**src/rtl/bram_snapshot_if.sv**
```systemverilog
// bram_snapshot_if
// Bundles the capture-control, sample-stream and BRAM-write-port signals of
// bram_snapshot_ctrl.
//   master modport : the host side. Drives arm/len/trig/din/din_valid and
//                    observes the write port and status.
//   slave modport  : the controller side (bram_snapshot_ctrl).
// Handshake semantics: a sample is accepted on a rising clk edge where
// din_valid is high and the controller is armed (with trig) or capturing.
// There is no back-pressure. bram_wr is a one-cycle write strobe, and
// bram_addr/bram_data are meaningful only while it is high.
interface bram_snapshot_if #(
    parameter int DATA_WIDTH = 32,
    parameter int ADDR_WIDTH = 10
);
    logic                  arm;
    logic [ADDR_WIDTH-1:0] len;
    logic                  trig;
    logic [DATA_WIDTH-1:0] din;
    logic                  din_valid;
    logic                  bram_wr;
    logic [ADDR_WIDTH-1:0] bram_addr;
    logic [DATA_WIDTH-1:0] bram_data;
    logic                  busy;
    logic                  done;
    logic [ADDR_WIDTH:0]   wr_count;

    modport master (
        output arm, len, trig, din, din_valid,
        input  bram_wr, bram_addr, bram_data, busy, done, wr_count
    );

    modport slave (
        input  arm, len, trig, din, din_valid,
        output bram_wr, bram_addr, bram_data, busy, done, wr_count
    );
endinterface

```
**src/rtl/bram_snapshot_ctrl.sv**
```systemverilog
// bram_snapshot_ctrl
// Arms on command, waits for a trigger that coincides with a valid sample,
// then writes a programmed number of consecutive valid samples into a BRAM
// write port at addresses 0..N-1. After the last write it holds done so the
// other RAM port can drain the buffer.
// Ports:
//   clk       : single clock, also clocks the BRAM write port
//   rst_n     : synchronous reset, active-low
//   bus       : bram_snapshot_if.slave (arm/len/trig/din/din_valid in;
//               bram_wr/bram_addr/bram_data/busy/done/wr_count out)
//   state_dbg : current FSM state (0 IDLE, 1 ARMED, 2 CAPTURE, 3 DONE)
module bram_snapshot_ctrl #(
    parameter int DATA_WIDTH = 32,
    parameter int ADDR_WIDTH = 10
) (
    input  logic                clk,
    input  logic                rst_n,
    bram_snapshot_if.slave      bus,
    output logic [1:0]          state_dbg
);
    typedef enum logic [1:0] {
        IDLE    = 2'd0,
        ARMED   = 2'd1,
        CAPTURE = 2'd2,
        DONE    = 2'd3
    } state_t;

    // Full-depth value of target, used when len == 0 and after reset.
    localparam logic [ADDR_WIDTH:0] FULL_DEPTH = {1'b1, {ADDR_WIDTH{1'b0}}};

    state_t                state_q,     state_d;
    logic [ADDR_WIDTH:0]   target_q,    target_d;
    logic [ADDR_WIDTH:0]   wr_count_q,  wr_count_d;
    logic                  bram_wr_q,   bram_wr_d;
    logic [ADDR_WIDTH-1:0] bram_addr_q, bram_addr_d;
    logic [DATA_WIDTH-1:0] bram_data_q, bram_data_d;
    logic                  busy_q,      busy_d;
    logic                  done_q,      done_d;

    logic                  accept;
    logic                  do_arm;
    logic [ADDR_WIDTH:0]   wr_count_inc;

    assign wr_count_inc = wr_count_q + 1'b1;

    always_comb begin
        state_d     = state_q;
        target_d    = target_q;
        wr_count_d  = wr_count_q;
        bram_wr_d   = 1'b0;
        bram_addr_d = bram_addr_q;
        bram_data_d = bram_data_q;
        busy_d      = busy_q;
        done_d      = done_q;
        accept      = 1'b0;
        do_arm      = 1'b0;

        case (state_q)
            // trig is not looked at while arming, so arm+trig only arms.
            IDLE:    do_arm = bus.arm;
            ARMED:   accept = bus.trig && bus.din_valid;
            CAPTURE: accept = bus.din_valid;
            DONE:    do_arm = bus.arm;
            default: ;
        endcase

        if (do_arm) begin
            state_d    = ARMED;
            target_d   = (bus.len == '0) ? FULL_DEPTH : {1'b0, bus.len};
            wr_count_d = '0;
            busy_d     = 1'b1;
            done_d     = 1'b0;
        end

        if (accept) begin
            bram_wr_d   = 1'b1;
            bram_addr_d = wr_count_q[ADDR_WIDTH-1:0];
            bram_data_d = bus.din;
            wr_count_d  = wr_count_inc;
            state_d     = CAPTURE;
            // done rises on the same edge as the final write strobe.
            if (wr_count_inc == target_q) begin
                state_d = DONE;
                busy_d  = 1'b0;
                done_d  = 1'b1;
            end
        end
    end

    always_ff @(posedge clk) begin
        if (!rst_n) begin
            state_q     <= IDLE;
            target_q    <= FULL_DEPTH;
            wr_count_q  <= '0;
            bram_wr_q   <= 1'b0;
            bram_addr_q <= '0;
            bram_data_q <= '0;
            busy_q      <= 1'b0;
            done_q      <= 1'b0;
        end else begin
            state_q     <= state_d;
            target_q    <= target_d;
            wr_count_q  <= wr_count_d;
            bram_wr_q   <= bram_wr_d;
            bram_addr_q <= bram_addr_d;
            bram_data_q <= bram_data_d;
            busy_q      <= busy_d;
            done_q      <= done_d;
        end
    end

    assign bus.bram_wr   = bram_wr_q;
    assign bus.bram_addr = bram_addr_q;
    assign bus.bram_data = bram_data_q;
    assign bus.busy      = busy_q;
    assign bus.done      = done_q;
    assign bus.wr_count  = wr_count_q;
    assign state_dbg     = state_q;
endmodule

```
**src/flat_wrapper.sv**
```systemverilog
// flat-port wrapper written by rule: the top's interface ports become plain ports
module bram_snapshot_ctrl_flat 
#(
    parameter int DATA_WIDTH = 32,
    parameter int ADDR_WIDTH = 10
)
  (clk, rst_n, state_dbg, bus_arm, bus_len, bus_trig, bus_din, bus_din_valid, bus_bram_wr, bus_bram_addr, bus_bram_data, bus_busy, bus_done, bus_wr_count);
  bram_snapshot_if #(.DATA_WIDTH(DATA_WIDTH), .ADDR_WIDTH(ADDR_WIDTH)) bus_i ();
  input  logic clk;
  input  logic rst_n;
  output logic [1:0] state_dbg;
  input wire logic [$bits(bus_i.arm)-1:0] bus_arm;
  input wire logic [$bits(bus_i.len)-1:0] bus_len;
  input wire logic [$bits(bus_i.trig)-1:0] bus_trig;
  input wire logic [$bits(bus_i.din)-1:0] bus_din;
  input wire logic [$bits(bus_i.din_valid)-1:0] bus_din_valid;
  output wire logic [$bits(bus_i.bram_wr)-1:0] bus_bram_wr;
  output wire logic [$bits(bus_i.bram_addr)-1:0] bus_bram_addr;
  output wire logic [$bits(bus_i.bram_data)-1:0] bus_bram_data;
  output wire logic [$bits(bus_i.busy)-1:0] bus_busy;
  output wire logic [$bits(bus_i.done)-1:0] bus_done;
  output wire logic [$bits(bus_i.wr_count)-1:0] bus_wr_count;
  assign bus_i.arm = bus_arm;
  assign bus_i.len = bus_len;
  assign bus_i.trig = bus_trig;
  assign bus_i.din = bus_din;
  assign bus_i.din_valid = bus_din_valid;
  assign bus_bram_wr = bus_i.bram_wr;
  assign bus_bram_addr = bus_i.bram_addr;
  assign bus_bram_data = bus_i.bram_data;
  assign bus_busy = bus_i.busy;
  assign bus_done = bus_i.done;
  assign bus_wr_count = bus_i.wr_count;
  bram_snapshot_ctrl #(.DATA_WIDTH(DATA_WIDTH), .ADDR_WIDTH(ADDR_WIDTH)) u_core (.clk(clk), .rst_n(rst_n), .bus(bus_i), .state_dbg(state_dbg));
endmodule
```
**config.mk**
```make
export PLATFORM = sky130hd
export DESIGN_NAME = bram_snapshot_ctrl_flat
export DESIGN_NICKNAME = d
export VERILOG_FILES = /design/src/rtl/bram_snapshot_if.sv /design/src/rtl/bram_snapshot_ctrl.sv /design/src/flat_wrapper.sv
export SDC_FILE = /design/constraint.sdc
export NUM_CORES = 1
export LEC_CHECK = 0
export CAP_MARGIN = 5
export CORE_AREA = 2 2 73 93
export CTS_CLUSTER_SIZE = 12
export DETAILED_ROUTE_END_ITERATION = 12
export DIE_AREA = 0 0 75 95
export GPL_TIMING_DRIVEN = 0
export PLACE_DENSITY = 0.83
export SKIP_LAST_GASP = 1
export SYNTH_ARGS = -nofsm -noshare
export SYNTH_HDL_FRONTEND = slang
export SYNTH_SLANG_ARGS = --single-unit
```
**constraint.sdc**
```tcl
create_clock -name clk -period 4.8 [get_ports clk]
set_input_delay 0.96 -clock clk [delete_from_list [all_inputs] [get_ports clk]]
set_output_delay 0.96 -clock clk [all_outputs]
set_load 0.1 [all_outputs]
```
Word-level counts from Yosys, hierarchy flattened
Cells that the tools add are included.
Word-level totals
  bits in registers: 69
  input port bits: 47
  output and inout bits: 58
Operators by class
  add/sub/neg operators: 1
  eq/ne operators: 4
  multiplexer cells: 15
  reductions and logical operators: 5
Operators by type and width (count)
  11-bit two-way mux: 3
  11-bit by 1-bit adder with 11-bit output (second input constant): 1
  11-bit == test: 1
  10-bit logical NOT: 1
  1-bit two-way mux: 9
  2-bit == test (second input constant): 2
  2-bit two-way mux: 2
  2-bit by 1-bit == test with 1-bit output (second input constant): 1
  2-bit logical NOT: 1
  1-bit case mux with 2 select lines: 1
  2-bit nonzero test: 1
  2-bit OR reduction: 1
  1-bit logical AND: 1

Depth between registers and ports, before layout
Gate-level depths: netlist (run 1).
  word-level depth: 6
  depth in mapped cells: 8

Worst setup path before layout (run 1)
OpenSTA, ideal clock, no wires.
  kind: register to register
  start: register u_core.state_q[0], in the netlist u_core.state_dbg[0]
  end: register u_core.wr_count_q[10], in the netlist u_core.bus.wr_count[10]
  library setup time: 70 ps
  data arrival time: 2460 ps
  setup slack: 2269 ps
  cell stages (with the launch flop): 6
  buffers on the path: 0
  period minus slack after synthesis: 2531 ps
  path through: dfxtp_1 inv_1 ha_1 or3b_4 or4_1 a21oi_1
Between the ends
  word-level cells in the longest chain between the ends: 4
  elaborated cells on any way between the ends: 9
  those cells by class: eq/ne: 3; mux: 3; reduce/logical: 3
Ends and longest elaborated chain
  start: declaration: RTL line bram_snapshot_ctrl.sv:31  | state_t state_q, state_d;
  start signal: assignment: RTL line bram_snapshot_ctrl.sv:101  | state_q <= state_d;
  2-bit == test or 2-bit logical NOT (tied branches): RTL line bram_snapshot_ctrl.sv:58  | case (state_q)
  2-bit OR reduction (no source line)
  1-bit two-way mux: RTL line bram_snapshot_ctrl.sv:58
  2-bit nonzero test (no source line)
  end signal: assignment: RTL line bram_snapshot_ctrl.sv:103  | wr_count_q <= wr_count_d;
  end: declaration: RTL line bram_snapshot_ctrl.sv:33  | logic [ADDR_WIDTH:0] wr_count_q, wr_count_d;
Parallel ways exist; a longest one is shown, timed or not.
A chain may end at the register's enable or synchronous reset.

Final worst setup path (run 1)
  start: register u_core.wr_count_q[5], in the netlist u_core.bus.wr_count[5]
  end: output port bus_wr_count[5]
RTL lines
  end: declaration: RTL line flat_wrapper.sv:22  | output wire logic [$bits(bus_i.wr_count)-1:0] bus_wr_count;
No word-level cell between the ends.

==> results of run 1 <==
layout make-up:
class	instances	area, µm²	share of cell area
inverters	4	15.0	0.00352
clock inverters	6	63.8	0.0150
well taps	87	109	0.0255
multi-input cells	271	1400	0.328
clock buffers	10	128	0.0299
flip-flops and latches	69	1380	0.324
plain buffers	27	129	0.0302
repair buffers	104	1040	0.244
cell usage in the layout, fill, tap and decap left out, types with 2 or more instances in the layout:
cell type	count
sky130_fd_sc_hd__a211oi_1	3
sky130_fd_sc_hd__a21oi_1	69
sky130_fd_sc_hd__and2_1	3
sky130_fd_sc_hd__buf_2	6
sky130_fd_sc_hd__buf_6	2
sky130_fd_sc_hd__clkbuf_1	18
sky130_fd_sc_hd__clkbuf_8	9
sky130_fd_sc_hd__clkdlybuf4s50_1	104
sky130_fd_sc_hd__clkinv_2	2
sky130_fd_sc_hd__clkinvlp_4	2
sky130_fd_sc_hd__dfxtp_1	69
sky130_fd_sc_hd__ha_1	3
sky130_fd_sc_hd__inv_1	4
sky130_fd_sc_hd__nand2_1	116
sky130_fd_sc_hd__nand2b_1	2
sky130_fd_sc_hd__nand3_1	5
sky130_fd_sc_hd__nand4_1	3
sky130_fd_sc_hd__nand4bb_1	2
sky130_fd_sc_hd__nor2_1	11
sky130_fd_sc_hd__nor3_1	2
sky130_fd_sc_hd__nor4_1	3
sky130_fd_sc_hd__o21a_1	2
sky130_fd_sc_hd__o21ai_0	12
sky130_fd_sc_hd__xnor2_1	5
sky130_fd_sc_hd__xor2_1	8
per-stage QoR:
stage                     hold slack (ns)  utilization
after floorplan                     0.448            -
after CTS                           0.456        0.675
after detailed placement            0.445        0.645
final                               0.454        0.675
after global placement              0.441        0.645
after global routing                0.473        0.675
registers in the layout, indices dropped and copies added (netlist names):
signal	cells
u_core.bus.bram_wr	1
u_core.target_q	11
u_core.bus.bram_data	32
u_core.bus.bram_addr	10
u_core.state_dbg	2
u_core.bus.done	1
u_core.bus.busy	1
u_core.bus.wr_count	11
worst register-to-register path: stages, from the launching register on:
cell and delay [ns]:
sky130_fd_sc_hd__dfxtp_1 0.37, sky130_fd_sc_hd__inv_1 0.06, sky130_fd_sc_hd__ha_1 0.34, sky130_fd_sc_hd__nor3b_2 0.59, sky130_fd_sc_hd__buf_2 0.35, sky130_fd_sc_hd__buf_2 0.25
sky130_fd_sc_hd__nand2_1 0.08, sky130_fd_sc_hd__a21oi_1 0.13
cells by family after synthesis:
group                      count (synthesis)
and+or+nand+nor                          159
AOI/OAI and AO/OA                         96
DFF                                       69
buffers and inverters                     31
xor gates and xnor gates                  13
adders and majority gates                  3
layer usage:
metal  vias to the layer above  global-route usage
met5                         -                   0
met4                         0               0.144
met3                        34              0.0534
met2                       124               0.389
met1                      1364               0.253
li1                       1486                   -
worst max path at each step:
stage,cells after the start,to,start
floorplan,5,u_core.bus.wr_count[10]$_SDFFE_PN0P_,u_core.state_dbg[0]$_SDFFE_PN0P_
global placement,7,u_core.bus.bram_addr[8]$_SDFFE_PN0P_,bus_trig
detailed placement,7,u_core.bus.bram_addr[7]$_SDFFE_PN0P_,bus_trig
CTS,1,bus_wr_count[4],u_core.bus.wr_count[4]$_SDFFE_PN0P_
global route,1,bus_wr_count[4],u_core.bus.wr_count[4]$_SDFFE_PN0P_
finish,1,bus_wr_count[5],u_core.bus.wr_count[5]$_SDFFE_PN0P_
power by group through the flow:
stage	combinational [W]	clock [W]	sequential, W
global placement	0.000152	0	0.000604
floorplan	0.0000505	0	0.000642
global route	0.000166	0.000491	0.000593
finish	0.000155	0.000461	0.000591
detailed placement	0.000153	0	0.000605
CTS	0.000155	0.000464	0.000591
==> impl_metrics.sql, run 1 <==
INSERT INTO impl_metrics (metric_group, metric, value, unit) VALUES
('logic_synthesis', 'synth_adder_area_share', '0.0128', ''),
('drt', 'drt.antenna.violating_nets', '0', ''),
('logic_synthesis', 'syn-cell-area', '2930', 'µm²'),
('clocking', 'clock_sinks', '69', ''),
('power', 'cell_internal_pwr', '0.000886', 'W'),
('logic_synthesis', 'yosys.area.top_type_share', '0.472', ''),
('power', 'leakagePower', '1.49', 'nW'),
('sta', 'final_critical_path_setup_slack', '1.80', 'ns'),
('placed_design', 'postPlaceCellArea', '4080', 'µm²'),
('power', 'combinationalPowerShare', '0.128', ''),
('logic_synthesis', 'ys_async_sr_fraction', '0', ''),
('sta', 'report.final.slew_viol_count', '0', ''),
('logic_synthesis', 'synth_xor_area_frac', '0.0389', ''),
('grt', 'grt_pass1_wl', '12.5', 'mm'),
('sta', 'final_hold_vios', '0', ''),
('drt', 'drtIter0Drc', '120', ''),
('logic_synthesis', 'simple_gate_fraction_of_synth_area', '0.244', ''),
('worst_setup_path', 'setup.worst_path.class', 'flop to primary output', ''),
('logic_synthesis', 'synth-edff-count', '0', ''),
('grt', 'number_of_global_route_vias_before_repair', '2813', ''),
('clocking', 'tritoncts', 'yes', ''),
('power', 'power.density', '283', 'nW/µm²'),
('logic_synthesis', 'dominant_combinational_cell_family_by_area_after_synthesis', 'simple AND/OR/NAND/NOR gates', ''),
('run_status', 'outcome', 'completed', ''),
('logic_synthesis', 'synthTopCellsByCount', 'sky130_fd_sc_hd__nand2_1, sky130_fd_sc_hd__a21oi_1, sky130_fd_sc_hd__dfxtp_1, sky130_fd_sc_hd__clkbuf_1, sky130_fd_sc_hd__o21ai_0', ''),
('drt', 'met1_wirelength', '3.09', 'mm'),
('logic_synthesis', 'postSynthCellCount', '371', ''),
('grt', 'initial_antenna_violation_count', '0', ''),
('grt', 'groute.usage.overall', '0.230', ''),
('placed_design', 'detailedPlacementHpwl', '5.81', 'mm'),
('worst_setup_path', 'path_max_fanout', '7', ''),
('placed_design', 'port_buffers', '104', ''),
('cells_and_area', 'fin_cells', '578', ''),
('worst_setup_path', 'critical_path_arrival', '2.04', 'ns'),
('logic_synthesis', 'yosys.cell_types.count', '45', ''),
('logic_synthesis', 'syn-num-nets', '421', ''),
('clocking', 'cts-resized-gates', '0', ''),
('worst_hold_path', 'whs_path_depth', '2', ''),
('cells_and_area', 'nFillCells', '552', ''),
('clocking', 'cts_hold_buffers', '0', ''),
('grt', 'grt_start_max_net_pins', '13', ''),
('drt', 'avgRoutedWirePerCell', '13.7', 'µm'),
('sta', 'timing.final.crit_period', '3.00', 'ns'),
('power', 'power.share.switching', '0.266', ''),
('worst_hold_path', 'min_delay_path_class', 'flop to flop', ''),
('floorplanning', 'rows', '33', ''),
('floorplanning', 'floorplan.initialDensity', '0.463', ''),
('drt', 'dr.max_layer_used', 'met4', ''),
('worst_setup_path', 'timing.critical_path.slowest_stage_cell', 'sky130_fd_sc_hd__clkdlybuf4s50_1', ''),
('job', 'maxCapViolCount', '0', ''),
('clocking', 'numCtsBuffers', '9', ''),
('worst_hold_path', 'hold_path.startpoint', 'u_core.bus.bram_addr[9]$_SDFFE_PN0P_', ''),
('cells_and_area', 'layout-area-overhead-vs-synth', '45.9', '%'),
('worst_setup_path', 'cp-start-kind', 'flop', ''),
('sta', 'rsz0062_at_grt', 'no', ''),
('floorplanning', 'floorplan.io_pins', '105', ''),
('worst_setup_path', 'critical_path.max_stage_delay', '1.20', 'ns'),
('clocking', 'h-tree-depth', '3', ''),
('cells_and_area', 'drive_above_1_share', '0.0652', ''),
('logic_synthesis', 'synth.mux.area_fraction', '0', ''),
('power', 'power_frac_clock', '0.382', ''),
('sta', 'timing.final.setup_violations', '0', ''),
('drt', 'drtPass1Iterations', '7', ''),
('worst_setup_path', 'critPathBufInv', '1', ''),
('power', 'switchingPower', '0.000321', 'W'),
('clocking', 'clk_pin_slew', '0.07', 'ns'),
('sta', 'totalNegativeSetupSlack', '0', 'ns'),
('clocking', 'cts_root_buffer', 'sky130_fd_sc_hd__clkbuf_8', ''),
('drt', 'route.met3.wl', '521', 'µm'),
('placed_design', 'placed_cells_incl_taps', '562', ''),
('logic_synthesis', 'synthTopCellsByArea', 'sky130_fd_sc_hd__dfxtp_1, sky130_fd_sc_hd__nand2_1, sky130_fd_sc_hd__a21oi_1', '');
Note: power is estimated with default switching activity, not from simulation.
==> run 2: changes to the inputs <==
Settings changed: CORE_AREA 2 2 73 93 to 2 2 76 96, DIE_AREA 0 0 75 95 to 0 0 78 98, PLACE_DENSITY 0.83 to 0.78.
Clock period 4.8 ns to 3.1 ns, I/O delays scaled along.
==> run 2 against run 1 <==
Core utilization shrank 3.6 points. Routed wire length grew 4.8%. Non-clock buffer count is the same. Worst hold slack gained 0.0011 ns. Clock power grew 110%. Register-to-register slack lost 1.7 ns. First-iteration DRC count shrank 9.2%. Die area grew 7.3%.
==> impl_metrics.sql, run 2 (synthesized netlist as in run 1, its figures left out) <==
INSERT INTO impl_metrics (metric_group, metric, value, unit) VALUES
('floorplanning', 'fp.coreArea', '6810', 'µm²'),
('worst_setup_path', 'timing.critical_path.slowest_stage_cell', 'sky130_fd_sc_hd__clkdlybuf4s50_1', ''),
('clocking', 'cts-resized-gates', '0', ''),
('drt', 'detailroute.via_count', '2919', ''),
('power', 'ir_drop_worst_case_vdd', '0.334', 'mV'),
('clocking', 'clkLatencyLatePin', '0.35', 'ns'),
('floorplanning', 'die_x', '78', 'µm'),
('clocking', 'numCtsBuffers', '9', ''),
('worst_setup_path', 'cp_top_family', 'buffers and inverters', ''),
('floorplanning', 'floorplan.initialDensity', '0.430', ''),
('worst_setup_path', 'worst-r2r-cell-count', '7', ''),
('placed_design', 'postPlaceCellArea', '4080', 'µm²'),
('clocking', 'postCtsSetupBuffers', '0', ''),
('drt', 'drtPass1Iterations', '4', ''),
('drt', 'drtIter0Drc', '109', ''),
('drt', 'post_drt_via_cell_ratio', '5.02', ''),
('clocking', 'cts_root_buffer', 'sky130_fd_sc_hd__clkbuf_8', ''),
('cells_and_area', 'nFillCells', '610', ''),
('grt', 'overflow', '0', ''),
('cells_and_area', 'final_instance_area', '4350', 'µm²'),
('sta', 'totalNegativeSetupSlack', '0', 'ns'),
('grt', 'grt_start_max_net_pins', '13', ''),
('drt', 'number_of_remaining_drc_errors', '0', ''),
('job', 'maxCapViolCount', '0', ''),
('sta', 'tightest_slew', '1.01', 'ns'),
('cells_and_area', 'largest_register_ffs', '32', ''),
('grt', 'grt_pass1_wl', '13.4', 'mm'),
('power', 'leakagePower', '1.53', 'nW'),
('sta', 'report.final.slew_viol_count', '0', ''),
('cells_and_area', 'layout-area-overhead-vs-synth', '48.7', '%'),
('sta', 'timing.final.crit_period', '2.70', 'ns'),
('drt', 'drt.antenna.violating_nets', '0', ''),
('worst_setup_path', 'crit-reg2reg-launch', 'u_core.state_dbg[0]$_SDFFE_PN0P_', ''),
('grt', 'groute.usage.overall', '0.219', ''),
('grt', 'initial_antenna_violation_count', '0', ''),
('run_status', 'outcome', 'completed', ''),
('worst_hold_path', 'hold_path.startpoint', 'u_core.bus.bram_data[10]$_SDFFE_PN0P_', ''),
('worst_setup_path', 'setup.worst_path.class', 'flop to primary output', ''),
('power', 'power.density', '492', 'nW/µm²'),
('worst_setup_path', 'timing.critical_path.to_type', 'primary output', ''),
('sta', 'final_hold_vios', '0', ''),
('floorplanning', 'overall_die_height', '98', 'µm'),
('worst_hold_path', 'hold_path_end', 'u_core.bus.bram_data[10]$_SDFFE_PN0P_', ''),
('placed_design', 'placed_cells_incl_taps', '565', ''),
('worst_hold_path', 'whs_path_depth', '2', ''),
('sta', 'rsz0062_at_grt', 'no', ''),
('cells_and_area', 'fin_cells', '581', ''),
('floorplanning', 'rows', '34', ''),
('worst_setup_path', 'crit_chain', 'clkdlybuf4s50_1', ''),
('cells_and_area', 'final_common_cell', 'sky130_fd_sc_hd__nand2_1', ''),
('placed_design', 'port_buffers', '104', ''),
('cells_and_area', 'drive_above_1_share', '0.0672', ''),
('sta', 'fin_crit_sh', '0.871', ''),
('drt', 'avgRoutedWirePerCell', '14.3', 'µm'),
('clocking', 'tritoncts', 'yes', ''),
('worst_setup_path', 'critPathBufInv', '1', ''),
('floorplanning', 'fp.dieArea', '7640', 'µm²'),
('sta', 'skew', '0.00426', 'ns'),
('cells_and_area', 'finish.net_count', '536', ''),
('cells_and_area', 'layout_common_cells', 'sky130_fd_sc_hd__nand2_1, sky130_fd_sc_hd__clkdlybuf4s50_1, sky130_fd_sc_hd__a21oi_1, sky130_fd_sc_hd__dfxtp_1, sky130_fd_sc_hd__clkbuf_1', ''),
('clocking', 'clk_pin_slew', '0.07', 'ns'),
('worst_setup_path', 'worst_r2r_endpoint', 'u_core.bus.bram_addr[6]$_SDFFE_PN0P_', ''),
('worst_hold_path', 'min_delay_path_class', 'flop to flop', ''),
('worst_setup_path', 'timing.reg2reg.setup_slack', '0.85', 'ns'),
('sta', 'final.hold.worst_slack', '0.455', 'ns'),
('clocking', 'h-tree-depth', '3', ''),
('drt', 'drt_wl_total', '8.33', 'mm'),
('cells_and_area', 'diodes', '0', ''),
('sta', 'worst_slew_margin_rel', '0.328', ''),
('worst_setup_path', 'path_max_fanout', '7', ''),
('placed_design', 'detailedPlacementHpwl', '6.06', 'mm'),
('worst_setup_path', 'cp.required', '2.48', 'ns'),
('clocking', 'clock_sinks', '69', ''),
('placed_design', 'place_congestion', '0.843', ''),
('grt', 'number_of_global_route_vias_before_repair', '2838', ''),
('clocking', 'clockBufferDepth', '2', ''),
('floorplanning', 'floorplan.io_pins', '105', ''),
('sta', 'timing.final.setup_violations', '0', ''),
('sta', 'fmaxAchievable', '371', 'MHz'),
('clocking', 'cts_hold_buffers', '0', ''),
('worst_setup_path', 'critical_path_arrival', '2.08', 'ns'),
('worst_setup_path', 'cp-start-kind', 'flop', ''),
('worst_setup_path', 'critical_path.max_stage_delay', '1.21', 'ns');
==> run 2: cell type report <==
cell class,count,area [µm²],share of cell area
flip-flops and latches,69,1380,0.318
clock inverters,6,134,0.0308
plain buffers,27,129,0.0296
clock buffers,10,138,0.0316
inverters,4,15.0,0.00345
well taps,90,113,0.0259
repair buffers,104,1040,0.239
multi-input cells,271,1400,0.322
==> run 2: worst max-delay path by stage <==
| stage | startpoint | to | slack, ns | depth (start not counted) |
|---|---|---|---|---|
| after detailed placement | bus_trig | u_core.bus.bram_addr[7]$_SDFFE_PN0P_ | 0.49 | 7 |
| after floorplan | u_core.state_dbg[0]$_SDFFE_PN0P_ | u_core.bus.wr_count[10]$_SDFFE_PN0P_ | 0.57 | 5 |
| after global routing | u_core.bus.wr_count[4]$_SDFFE_PN0P_ | bus_wr_count[4] | 0.36 | 1 |
| after global placement | bus_trig | u_core.bus.bram_addr[8]$_SDFFE_PN0P_ | 0.52 | 7 |
| after CTS | u_core.bus.wr_count[4]$_SDFFE_PN0P_ | bus_wr_count[4] | 0.42 | 1 |
| final | u_core.bus.wr_count[4]$_SDFFE_PN0P_ | bus_wr_count[4] | 0.40 | 1 |
==> run 2: power by group <==
group | total [W] | switching, W | internal, W
clock network | 0.000985 | 0.000347 | 0.000638
registers | 0.000917 | 0.0000127 | 0.000904
logic | 0.000240 | 0.000142 | 0.0000976
total | 0.00214 | 0.000503 | 0.00164
==> run 2: layer usage <==
metal	GRT usage	part of all wire	vias to the layer above
li1	-	-	1479
met1	0.251	0.41	1342
met2	0.399	0.52	81
met5	0	0	-
met4	0.0945	0.020	0
met3	0.0342	0.044	17
==> run 2: metrics by stage <==
stage | setup WS [ns] | total power [W] | util
floorplan | 0.569 | 0.00107 | -
global placement | 0.524 | 0.00117 | 0.599
detailed placement | 0.487 | 0.00118 | 0.599
CTS | 0.418 | 0.00215 | 0.639
global route | 0.359 | 0.00221 | 0.639
finish | 0.401 | 0.00214 | 0.639
==> run 3: changes to the inputs <==
Settings changed: PLACE_DENSITY 0.78 to not set, PLACE_DENSITY_LB_ADDON set to 0.08.
==> run 3 against run 2 <==
Die area did not move. Largest power group is now sequential cells. Via count barely moved. Clock-buffer cell count did not move. Largest cell class unchanged. Setup slack improved by 0.027 ns. Routed wire length fell by 4.5%. Core utilization fell by 0.70 points. Sequential power barely moved. Sequential share of layout area rose by 0.35 points. Clock power fell by 18%. Cell count did not move. Worst hold slack barely moved.
==> impl_metrics.sql, run 3 (synthesized netlist as in run 1, its figures left out) <==
INSERT INTO impl_metrics (metric_group, metric, value, unit) VALUES
('worst_hold_path', 'min_delay_path_class', 'flop to flop', ''),
('sta', 'skew', '0.00840', 'ns'),
('sta', 'tightest_slew', '1.01', 'ns'),
('floorplanning', 'floorplan.initialDensity', '0.430', ''),
('clocking', 'cts-resized-gates', '0', ''),
('drt', 'post_drt_via_cell_ratio', '5.02', ''),
('worst_setup_path', 'cp_capture_point', 'bus_wr_count[4]', ''),
('cells_and_area', 'finish.net_count', '536', ''),
('drt', 'drtPass1Iterations', '4', ''),
('clocking', 'clockBufferDepth', '2', ''),
('drt', 'avgRoutedWirePerCell', '13.7', 'µm'),
('drt', 'drtIter0Drc', '87', ''),
('grt', 'initial_antenna_violation_count', '0', ''),
('placed_design', 'place_congestion', '0.930', ''),
('job', 'maxCapViolCount', '0', ''),
('worst_setup_path', 'crit_chain', 'clkdlybuf4s50_1', ''),
('drt', 'drt_wl_total', '7.95', 'mm'),
('worst_setup_path', 'cp_top_family', 'buffers and inverters', ''),
('cells_and_area', 'final_common_cell', 'sky130_fd_sc_hd__nand2_1', ''),
('clocking', 'clkLatencyLatePin', '0.34', 'ns'),
('grt', 'overflow', '0', ''),
('floorplanning', 'floorplan.io_pins', '105', ''),
('floorplanning', 'fp.dieArea', '7640', 'µm²'),
('cells_and_area', 'drive_above_1_share', '0.0672', ''),
('sta', 'timing.final.setup_violations', '0', ''),
('floorplanning', 'fp.coreArea', '6810', 'µm²'),
('clocking', 'cts_hold_buffers', '0', ''),
('grt', 'grt_pass1_wl', '13.1', 'mm'),
('sta', 'timing.final.crit_period', '2.67', 'ns'),
('drt', 'detailroute.via_count', '2918', ''),
('cells_and_area', 'layout-area-overhead-vs-synth', '47.1', '%'),
('clocking', 'postCtsSetupBuffers', '0', ''),
('sta', 'worst_slew_margin_rel', '0.326', ''),
('sta', 'rsz0062_at_grt', 'no', ''),
('cells_and_area', 'diodes', '0', ''),
('cells_and_area', 'largest_register_ffs', '32', ''),
('sta', 'fin_crit_sh', '0.862', ''),
('worst_setup_path', 'path_max_fanout', '7', ''),
('grt', 'number_of_global_route_vias_before_repair', '2747', ''),
('drt', 'number_of_remaining_drc_errors', '0', ''),
('floorplanning', 'die_x', '78', 'µm'),
('worst_setup_path', 'crit-reg2reg-launch', 'u_core.state_dbg[0]$_SDFFE_PN0P_', ''),
('placed_design', 'pre_cts_slack', '0.411', 'ns'),
('clocking', 'cts_root_buffer', 'sky130_fd_sc_hd__clkbuf_8', ''),
('worst_setup_path', 'timing.critical_path.slowest_stage_cell', 'sky130_fd_sc_hd__clkdlybuf4s50_1', ''),
('clocking', 'numCtsBuffers', '9', ''),
('worst_setup_path', 'timing.critical_path.to_type', 'primary output', ''),
('power', 'finalPower', '0.00196', 'W'),
('sta', 'totalNegativeSetupSlack', '0', 'ns'),
('worst_setup_path', 'cp.required', '2.48', 'ns'),
('power', 'leakagePower', '1.51', 'nW'),
('floorplanning', 'overall_die_height', '98', 'µm'),
('worst_setup_path', 'critPathBufInv', '1', ''),
('clocking', 'h-tree-depth', '3', ''),
('sta', 'final.hold.worst_slack', '0.454', 'ns'),
('worst_setup_path', 'critical_path_arrival', '2.05', 'ns'),
('power', 'power.density', '456', 'nW/µm²'),
('grt', 'groute.usage.overall', '0.213', ''),
('worst_setup_path', 'setup.worst_path.class', 'flop to primary output', ''),
('worst_setup_path', 'critical_path.max_stage_delay', '1.20', 'ns'),
('sta', 'final_critical_path_setup_slack', '0.429', 'ns'),
('placed_design', 'detailedPlacementHpwl', '5.86', 'mm'),
('sta', 'final_hold_vios', '0', ''),
('drt', 'drt.antenna.violating_nets', '0', ''),
('worst_setup_path', 'cp-start-kind', 'flop', ''),
('sta', 'fmaxAchievable', '374', 'MHz'),
('run_status', 'outcome', 'completed', ''),
('power', 'ir_drop_worst_case_vdd', '0.303', 'mV'),
('worst_setup_path', 'worst_r2r_endpoint', 'u_core.bus.bram_addr[8]$_SDFFE_PN0P_', ''),
('placed_design', 'port_buffers', '104', ''),
('floorplanning', 'rows', '34', ''),
('clocking', 'tritoncts', 'yes', ''),
('sta', 'report.final.slew_viol_count', '0', ''),
('worst_setup_path', 'worst-r2r-cell-count', '7', ''),
('clocking', 'clk_pin_slew', '0.08', 'ns'),
('worst_setup_path', 'timing.critical_path.depth', '1', ''),
('clocking', 'clock_sinks', '69', ''),
('worst_setup_path', 'setup.worst_path.start', 'u_core.bus.wr_count[4]$_SDFFE_PN0P_', ''),
('worst_setup_path', 'timing.reg2reg.setup_slack', '0.82', 'ns'),
('cells_and_area', 'postLayoutCoreUtil', '0.632', ''),
('grt', 'grt_start_max_net_pins', '13', ''),
('cells_and_area', 'layout_common_cells', 'sky130_fd_sc_hd__nand2_1, sky130_fd_sc_hd__clkdlybuf4s50_1, sky130_fd_sc_hd__a21oi_1, sky130_fd_sc_hd__dfxtp_1, sky130_fd_sc_hd__clkbuf_1', '');
[run 3: cell count changes in the layout (fill, tap and decap cells not counted)]
cell,change
sky130_fd_sc_hd__clkinv_2,+1
sky130_fd_sc_hd__clkinvlp_4,+1
sky130_fd_sc_hd__bufinv_16,-2
[run 3: how the worst min path moves through the flow]
| stage | endpoint | slack [ns] | start | cells past startpoint |
|---|---|---|---|---|
| global placement | u_core.bus.bram_data[7]$_SDFFE_PN0P_ | 0.44 | u_core.bus.bram_data[7]$_SDFFE_PN0P_ | 2 |
| floorplan | u_core.target_q[9]$_SDFFE_PN0P_ | 0.45 | u_core.target_q[9]$_SDFFE_PN0P_ | 2 |
| finish | u_core.bus.bram_data[19]$_SDFFE_PN0P_ | 0.45 | u_core.bus.bram_data[19]$_SDFFE_PN0P_ | 2 |
| detailed placement | u_core.bus.bram_data[19]$_SDFFE_PN0P_ | 0.45 | u_core.bus.bram_data[19]$_SDFFE_PN0P_ | 2 |
| global route | u_core.bus.bram_data[18]$_SDFFE_PN0P_ | 0.48 | u_core.bus.bram_data[18]$_SDFFE_PN0P_ | 2 |
| CTS | u_core.bus.bram_data[2]$_SDFFE_PN0P_ | 0.46 | u_core.bus.bram_data[2]$_SDFFE_PN0P_ | 2 |
[run 3: layout make-up]
class	instances	area (µm²)
fill	675	2500
multi-input combinational	271	1400
sequential	69	1380
timing repair buffer	104	1040
clock buffer	10	138
buffer	27	129
tap	90	113
clock inverter	6	86.3
inverter	4	15.0
[run 3: per-stage QoR]
step / std cells / instance area (µm²)
after global placement: 565 / 4080
after CTS: 581 / 4300
final: 581 / 4300
after global routing: 581 / 4300
after floorplan: 371 / 2930
after detailed placement: 565 / 4080
[run 3: metal layers]
metal / GRT usage / up-vias / share of wire
met3: 0.0397 / 19 / 0.055
met4: 0.116 / 0 / 0.033
met5: 0 / - / 0
met2: 0.357 / 91 / 0.48
li1: - / 1485 / -
met1: 0.255 / 1323 / 0.43
[run 3: report_power, final]
group          switching, W  internal [W]  leakage (nW)
Sequential        0.0000125      0.000904         0.558
Combinational      0.000140     0.0000976         0.835
Clock              0.000337      0.000473         0.112
Total              0.000489       0.00147          1.51
